### config.mk
export PLATFORM = sky130hd
export DESIGN_NAME = midi_rx_ctrl
export DESIGN_NICKNAME = d
export VERILOG_FILES = /design/src/rtl/midi_rx_ctrl.sv
export SDC_FILE = /design/constraint.sdc
export NUM_CORES = 1
export LEC_CHECK = 0
export CORE_ASPECT_RATIO = 0.9
export CORE_UTILIZATION = 43
export CTS_CLUSTER_DIAMETER = 120
export DETAILED_ROUTE_END_ITERATION = 10
export GPL_ROUTABILITY_DRIVEN = 0
export PLACE_DENSITY = 0.66
export SYNTH_ARGS = -nofsm -noshare
export SYNTH_HDL_FRONTEND = slang
export SYNTH_SLANG_ARGS = --single-unit
export TNS_END_PERCENT = 1
### constraint.sdc
create_clock -name clk_i -period 2.32 [get_ports clk_i]
set_clock_uncertainty 0.15 [all_clocks]
set_input_delay 0.232 -clock clk_i [delete_from_list [all_inputs] [get_ports clk_i]]
set_output_delay 0.232 -clock clk_i [all_outputs]
set_load 0.01 [all_outputs]
### src/rtl/midi_rx_ctrl.sv
// midi_rx_ctrl: 31.25 kbaud 8-N-1 MIDI receiver that sequences an external
// baud tick generator (enable + period) and delivers bytes as valid pulses.
//
// state   | meaning
// --------+---------------------------------------------------------------
// S_IDLE  | generator off, period = half bit, waiting for a 1->0 edge
// S_START | generator on; first tick skipped, second tick checks mid-start
// S_DATA  | full-bit period; each tick shifts one data bit in, LSB first
// S_STOP  | next tick samples the stop bit, then emits byte or frame error
module midi_rx_ctrl #(
    parameter int DIV_FULL = 3200,
    parameter int DIV_HALF = DIV_FULL / 2
) (
    input  logic        clk_i,
    input  logic        reset_i,
    input  logic        rx_i,
    input  logic        tick_i,
    output logic        baud_en_o,
    output logic [11:0] baud_div_o,
    output logic [7:0]  data_o,
    output logic        data_valid_o,
    output logic        frame_err_o,
    output logic        busy_o
);

    typedef enum logic [1:0] {
        S_IDLE,
        S_START,
        S_DATA,
        S_STOP
    } state_t;

    localparam logic [11:0] DIV_FULL_C = 12'(DIV_FULL);
    localparam logic [11:0] DIV_HALF_C = 12'(DIV_HALF);

    state_t      state_q;
    logic        rx_m_q;
    logic        rx_s_q;
    logic        rx_p_q;
    logic        skip_q;
    logic [2:0]  bit_cnt_q;
    logic [7:0]  shift_q;
    logic [7:0]  shift_d;
    logic        start_edge;
    logic        baud_en_q;
    logic [11:0] baud_div_q;
    logic [7:0]  data_q;
    logic        data_valid_q;
    logic        frame_err_q;
    logic        busy_q;

    // Two-flop synchronizer plus one delayed copy for start-edge detection.
    always_ff @(posedge clk_i) begin
        if (reset_i) begin
            rx_m_q <= 1'b1;
            rx_s_q <= 1'b1;
            rx_p_q <= 1'b1;
        end else begin
            rx_m_q <= rx_i;
            rx_s_q <= rx_m_q;
            rx_p_q <= rx_s_q;
        end
    end

    assign start_edge = rx_p_q & ~rx_s_q;
    assign shift_d    = {rx_s_q, shift_q[7:1]};

    // Frame sequencer; every output is registered here.
    always_ff @(posedge clk_i) begin
        if (reset_i) begin
            state_q      <= S_IDLE;
            skip_q       <= 1'b0;
            bit_cnt_q    <= 3'd0;
            shift_q      <= 8'h00;
            baud_en_q    <= 1'b0;
            baud_div_q   <= DIV_HALF_C;
            data_q       <= 8'h00;
            data_valid_q <= 1'b0;
            frame_err_q  <= 1'b0;
            busy_q       <= 1'b0;
        end else begin
            data_valid_q <= 1'b0;
            frame_err_q  <= 1'b0;
            case (state_q)
                S_IDLE: begin
                    if (start_edge) begin
                        state_q   <= S_START;
                        baud_en_q <= 1'b1;
                        busy_q    <= 1'b1;
                        skip_q    <= 1'b1;
                    end
                end
                S_START: begin
                    if (tick_i) begin
                        if (skip_q) begin
                            // First tick arrives right after enable; not mid-bit.
                            skip_q <= 1'b0;
                        end else if (!rx_s_q) begin
                            state_q    <= S_DATA;
                            baud_div_q <= DIV_FULL_C;
                            bit_cnt_q  <= 3'd0;
                        end else begin
                            state_q   <= S_IDLE;
                            baud_en_q <= 1'b0;
                            busy_q    <= 1'b0;
                        end
                    end
                end
                S_DATA: begin
                    if (tick_i) begin
                        shift_q   <= shift_d;
                        bit_cnt_q <= bit_cnt_q + 3'd1;
                        if (bit_cnt_q == 3'd7) begin
                            state_q <= S_STOP;
                        end
                    end
                end
                S_STOP: begin
                    if (tick_i) begin
                        if (rx_s_q) begin
                            data_q       <= shift_q;
                            data_valid_q <= 1'b1;
                        end else begin
                            frame_err_q <= 1'b1;
                        end
                        state_q    <= S_IDLE;
                        baud_en_q  <= 1'b0;
                        baud_div_q <= DIV_HALF_C;
                        busy_q     <= 1'b0;
                    end
                end
                default: begin
                    state_q    <= S_IDLE;
                    baud_en_q  <= 1'b0;
                    baud_div_q <= DIV_HALF_C;
                    busy_q     <= 1'b0;
                end
            endcase
        end
    end

    assign baud_en_o    = baud_en_q;
    assign baud_div_o   = baud_div_q;
    assign data_o       = data_q;
    assign data_valid_o = data_valid_q;
    assign frame_err_o  = frame_err_q;
    assign busy_o       = busy_q;

endmodule

==> run_results.csv, run 1 <==
group,metric,value,unit
layout,nFillCells,243,
floorplanning,dieArea,3070,sq um
critical_path,path_delay_family,"buffers and inverters",
status,outcome,"complete, no violations",
critical_path,rr_worst_depth,3,
critical_path,required,1.94,ns
timing,period_minus_slack,1.67,ns
clocking,cts_buffers,5,
logic_synthesis,syn_inst,144,
global_routing,groute.usage.overall,15.7,%
logic_synthesis,synth_top_area_share,49.0,%
logic_synthesis,yosys.area.top_type,"dfxtp_1",
floorplanning,fp.dieH,52.7,um
global_routing,overflow,0,
clocking,clkSlewWorstSetupHoldPaths,0.10,ns
run,maxCapViolations,0,
floorplanning,die_w,58.3,um
critical_path,crit_slowest_cell,"clkdlybuf4s50_1",
critical_path,cp-start-kind,"flip-flop",
layout,multi_input_comb_area,505,sq um
worst_hold_path,holdPathEnd,"rx_s_q$_SDFF_PP1_",
layout,final_util,55.4,%
logic_synthesis,async_flop_share,0,%
layout,final_cell_count_no_fill,196,
logic_synthesis,synth_cell_type_count,31,
routing,wirelength,2110,um
clocking,postCtsSetupBuffers,0,
routing,first_pass_iters,4,
critical_path,rrSetupSlack,0.77,ns
layout,syn2layout_area_growth,16.3,%
layout,n_antenna_cell,0,
logic_synthesis,synth-edff-count,0,
placement,dpl-instance-area,1360,sq um
power_and_ir_drop,power_leakage,0.511,nW
clocking,cts_sinks,30,
global_routing,grt_max_degree,18,
clocking,cts_root_buffer,"clkbuf_4",
power_and_ir_drop,peakVddDrop,0.000440,V
routing,via_per_inst,4.73,
clocking,htreeDepth,2,
critical_path,slowest_delay,0.57,ns
logic_synthesis,synth_commonest_cells,"nand2_1, dfxtp_1, a21oi_1",
timing,fin_crit_sh,71.9,%
placement,dp_hpwl,1450,um
timing,rsz0062_at_grt,"false",
critical_path,crit_fanout,3,
timing,tns,0,ns
global_routing,grt_pass1_vias,793,
logic_synthesis,syn_area,1230,sq um
worst_hold_path,hp-class,"reg -> reg",
logic_synthesis,yosys_warnings,0,
floorplanning,placementRows,17,
floorplanning,coreArea,2570,sq um
clocking,hold_buffers,0,
timing,whs,0.270,ns
critical_path,regToRegStartpoint,"state_q[0]$_SDFFE_PP0P_",
logic_synthesis,synth_top_flop_cell,"dfxtp_1",
timing,hold_violations,0,
timing,setup_viol_count_final,0,
routing,drtIter0Drc,16,
critical_path,cp_num_buf_inv,1,
placement,dpl_worst_slack,0.496,ns
worst_hold_path,min_path_cells,1,
timing,slew_viol_final,0,
routing,antenna_left,0,
critical_path,crit_type,"reg -> out",
logic_synthesis,synth_seq_cells,30,
routing,wl_per_cell,10.8,um
power_and_ir_drop,fin_total_pwr,889,uW
logic_synthesis,synth_most_common_cell,"nand2_1",
clocking,clkLatencyLatePin,0.32,ns
placement,dp_cells,188,
clocking,cts_resized,0,
layout,finalInstanceArea,1430,sq um
critical_path,crit_cells,1,
routing,vias,928,
logic_synthesis,synth_area_leaders,"dfxtp_1, nand2_1, a21oi_1",
global_routing,antenna_found_initial,0,
floorplanning,ioPinCount,28,
timing,fmax,0.599,GHz
timing,timing.final.ws_setup,0.652,ns
clocking,cts_tree,"done",
floorplanning,initial_core_util,47.6,%
critical_path,cp-end-kind,"output pin",
power_and_ir_drop,power_density,623,nW/um^2
critical_path,critical_path_arrival,1.29,ns
global_routing,grt_pass1_wl,3450,um
logic_synthesis,syn_avg_cell_area,8.52,sq um
routing,route.detailed.drc,0,
layout,final-seq-area,601,sq um
layout,drive_above_1_share,9.49,%
worst_hold_path,min_from,"rx_m_q$_SDFF_PP1_",
placement,io_buffers,19,
logic_synthesis,ys_seq_area_share,49.0,%
layout,fin_nets,163,
critical_path,reg2reg_to,"bit_cnt_q[0]$_SDFFE_PP0P_",
critical_path,crit_path_cell_trace,"clkdlybuf4s50_1",
clocking,clockBufferDepth,2,
==> power by group <==
part	leakage (nW)	switching [mW]	internal, mW
clock	0.0343	0.177	0.145
sequential	0.243	0.00588	0.520
combinational	0.234	0.0229	0.0175
total	0.511	0.206	0.683
==> cell type report <==
| cell class | instances | area share (%) |
|---|---|---|
| Clock buffer | 6 | 3.60 |
| Clock inverter | 2 | 0.877 |
| Inverter | 3 | 0.789 |
| Multi-Input combinational cell | 97 | 35.4 |
| Sequential cell | 30 | 42.1 |
| Tap cell | 38 | 3.33 |
| Timing Repair Buffer | 20 | 13.9 |
==> cells by family after synthesis <==
logic type / share of synthesized area, %
AO/OA/AOI/OAI: 13.7
adder cells (fa/ha/maj): 2.04
buffers and inverters: 11.6
flip-flops: 49.0
other: 0.612
AND/OR/NAND/NOR: 23.1
==> worst max path at each step <==
stage	from	end	slack, ns
global placement	tick_i	bit_cnt_q[0]$_SDFFE_PP0P_	0.59
floorplan	rx_s_q$_SDFF_PP1_	bit_cnt_q[0]$_SDFFE_PP0P_	0.86
finish	busy_o$_SDFFE_PP0P_	busy_o	0.65
CTS	busy_o$_SDFFE_PP0P_	busy_o	0.63
detailed placement	tick_i	bit_cnt_q[0]$_SDFFE_PP0P_	0.50
global route	busy_o$_SDFFE_PP0P_	busy_o	0.57
==> routing by layer <==
layer	vias up	part of all wire [%]	global-route usage, %
met5	-	0	0
met4	0	2.0	10.7
met3	5	4.1	5.19
met2	19	44	22.2
met1	420	50	20.0
li1	484	-	-
==> registers in the layout (all words and copies together), names as in the netlist, 2 cells and up, named ones only <==
register / cells
shift_q: 8
data_o: 8
bit_cnt_q: 3
baud_div_o: 2
==> layout by cell type (no fill, tap or decap), drive strengths merged, types with 3 or more instances in the layout <==
master,n
a21oi,22
clkbuf,6
clkdlybuf4s50,19
conb,8
dfxtp,30
inv,3
nand2,35
nor3,3
o21ai,3
or2,3
No activity file was read; power rests on OpenSTA's default activity.
==> run 2, diff against run 1 <==
- PLACE_DENSITY: 0.66 -> 0.69
- clock period: 2.32 -> 1.4 ns (I/O delays scaled with it)
==> run 2 against run 1 <==
Net effect:
- the run now ends with negative setup slack left
- first-iteration DRC count rose by 110%
- final cell count rose by 7.1%
- via count rose by 7.2%
- critical path depth rose by 2
- clock power rose by 45%
- die area did not move
- non-clock buffer count rose by 15
==> run_results.csv, run 2 (synthesis gave the netlist of run 1 again) <==
group,metric,value,unit
clocking,cts_tree,"done",
placement,dpl_worst_slack,-0.192,ns
routing,route.detailed.drc,0,
clocking,cts_sinks,30,
critical_path,rr_worst_depth,3,
status,outcome,"finished, violations left",
clocking,clkSlewWorstSetupHoldPaths,0.09,ns
placement,dp_hpwl,1730,um
critical_path,crit_slowest_cell,"or4b_4",
critical_path,cp-end-kind,"flip-flop",
clocking,clkLatencyLatePin,0.33,ns
worst_hold_path,min_path_cells,2,
routing,wl_per_cell,11.2,um
placement,io_buffers,19,
critical_path,path_delay_family,"simple AND/OR/NAND/NOR gates",
critical_path,slowest_delay,0.54,ns
floorplanning,dieArea,3070,sq um
critical_path,cp-start-kind,"flip-flop",
critical_path,critical_path_arrival,1.53,ns
global_routing,grt_max_degree,18,
global_routing,grt_pass1_wl,3970,um
timing,hold_violations,0,
critical_path,crit_fanout,6,
routing,antenna_left,0,
global_routing,overflow,0,
timing,slew_viol_final,0,
layout,drive_above_1_share,20.9,%
power_and_ir_drop,fin_total_pwr,1.42,mW
floorplanning,fp.dieH,52.7,um
critical_path,required,1.51,ns
timing,whs,0.217,ns
timing,timing.final.ws_setup,-0.0245,ns
routing,first_pass_iters,4,
global_routing,groute.usage.overall,18.1,%
placement,dpl-instance-area,1480,sq um
timing,tns,-0.0245,ns
layout,final_cell_mix,"nand2_1, dfxtp_1, a21oi_1",
timing,fmax,0.702,GHz
critical_path,crit_path_cell_trace,"or4b_4, nor2b_4, nor3_2",
clocking,cts_buffers,5,
layout,fin_nets,178,
timing,fin_crit_sh,102,%
critical_path,crit_type,"reg -> reg",
critical_path,rrSetupSlack,-0.02,ns
power_and_ir_drop,peakVddDrop,0.000506,V
routing,via_per_inst,4.74,
layout,finalInstanceArea,1530,sq um
layout,final_util,59.4,%
global_routing,grt_pass1_vias,878,
routing,wirelength,2350,um
floorplanning,initial_core_util,47.6,%
clocking,htreeDepth,2,
floorplanning,coreArea,2570,sq um
worst_hold_path,hp-class,"in -> reg",
power_and_ir_drop,power_density,930,nW/um^2
clocking,clockBufferDepth,2,
timing,setup_viol_count_final,1,
floorplanning,ioPinCount,28,
critical_path,crit_end,"busy_o$_SDFFE_PP0P_",
placement,dp_cells,203,
routing,drtIter0Drc,33,
routing,vias,995,
floorplanning,die_w,58.3,um
status,violations,"negative setup slack",
critical_path,reg2reg_to,"busy_o$_SDFFE_PP0P_",
power_and_ir_drop,power_leakage,0.644,nW
timing,period_minus_slack,1.42,ns
layout,final_common_cell,"nand2_1",
floorplanning,placementRows,17,
layout,syn2layout_area_growth,24.7,%
clocking,cts_root_buffer,"clkbuf_4",
critical_path,cp_num_buf_inv,0,
layout,n_antenna_cell,0,
run,maxCapViolations,0,
layout,final_cell_count_no_fill,210,
global_routing,antenna_found_initial,0,
timing,rsz0062_at_grt,"true",
clocking,postCtsSetupBuffers,0,
critical_path,crit_cells,3,
run 2: layer usage:
metal | vias to the layer above | global-route usage [%] | wire length [um]
li1 | 515 | - | -
met1 | 450 | 22.6 | 1090
met2 | 22 | 27.2 | 1120
met3 | 8 | 5.19 | 79
met4 | 0 | 11.9 | 65
met5 | - | 0 | 0
run 2: what timing repair did:
action,CTS,global route
pin swaps,0,1
hold buffers,0,0
setup endpoints to repair,19,7
gates resized for setup,18,6
run 2: worst reg2reg max path: cells and delay by family, from the launching register on:
kind	cells	cell delay, ns
AND/OR/NAND/NOR	3	0.83
flip-flops	1	0.36
run 2: power breakdown:
part           switching, mW  total (mW)  internal [mW]
registers            0.00657       0.867          0.860
logic                 0.0471      0.0865         0.0394
clock network          0.280       0.469          0.189
run 2: worst min path at each step:
stage                      start           endpoint  slack (ns)
2_1_floorplan               rx_i  rx_m_q$_SDFF_PP1_        0.09
3_5_place_dp   rx_m_q$_SDFF_PP1_  rx_s_q$_SDFF_PP1_        0.25
4_1_cts                     rx_i  rx_m_q$_SDFF_PP1_        0.21
3_3_place_gp   rx_m_q$_SDFF_PP1_  rx_s_q$_SDFF_PP1_        0.25
5_1_grt                     rx_i  rx_m_q$_SDFF_PP1_        0.21
6_report                    rx_i  rx_m_q$_SDFF_PP1_        0.22
run 2: layout make-up:
| class | instances | area (sq um) |
|---|---|---|
| Fill cell | 232 | 1040 |
| Sequential cell | 30 | 607 |
| Multi-Input combinational cell | 97 | 528 |
| Timing Repair Buffer | 35 | 290 |
| Tap cell | 38 | 47.5 |
| Clock buffer | 7 | 45.0 |
| Inverter | 3 | 11.3 |
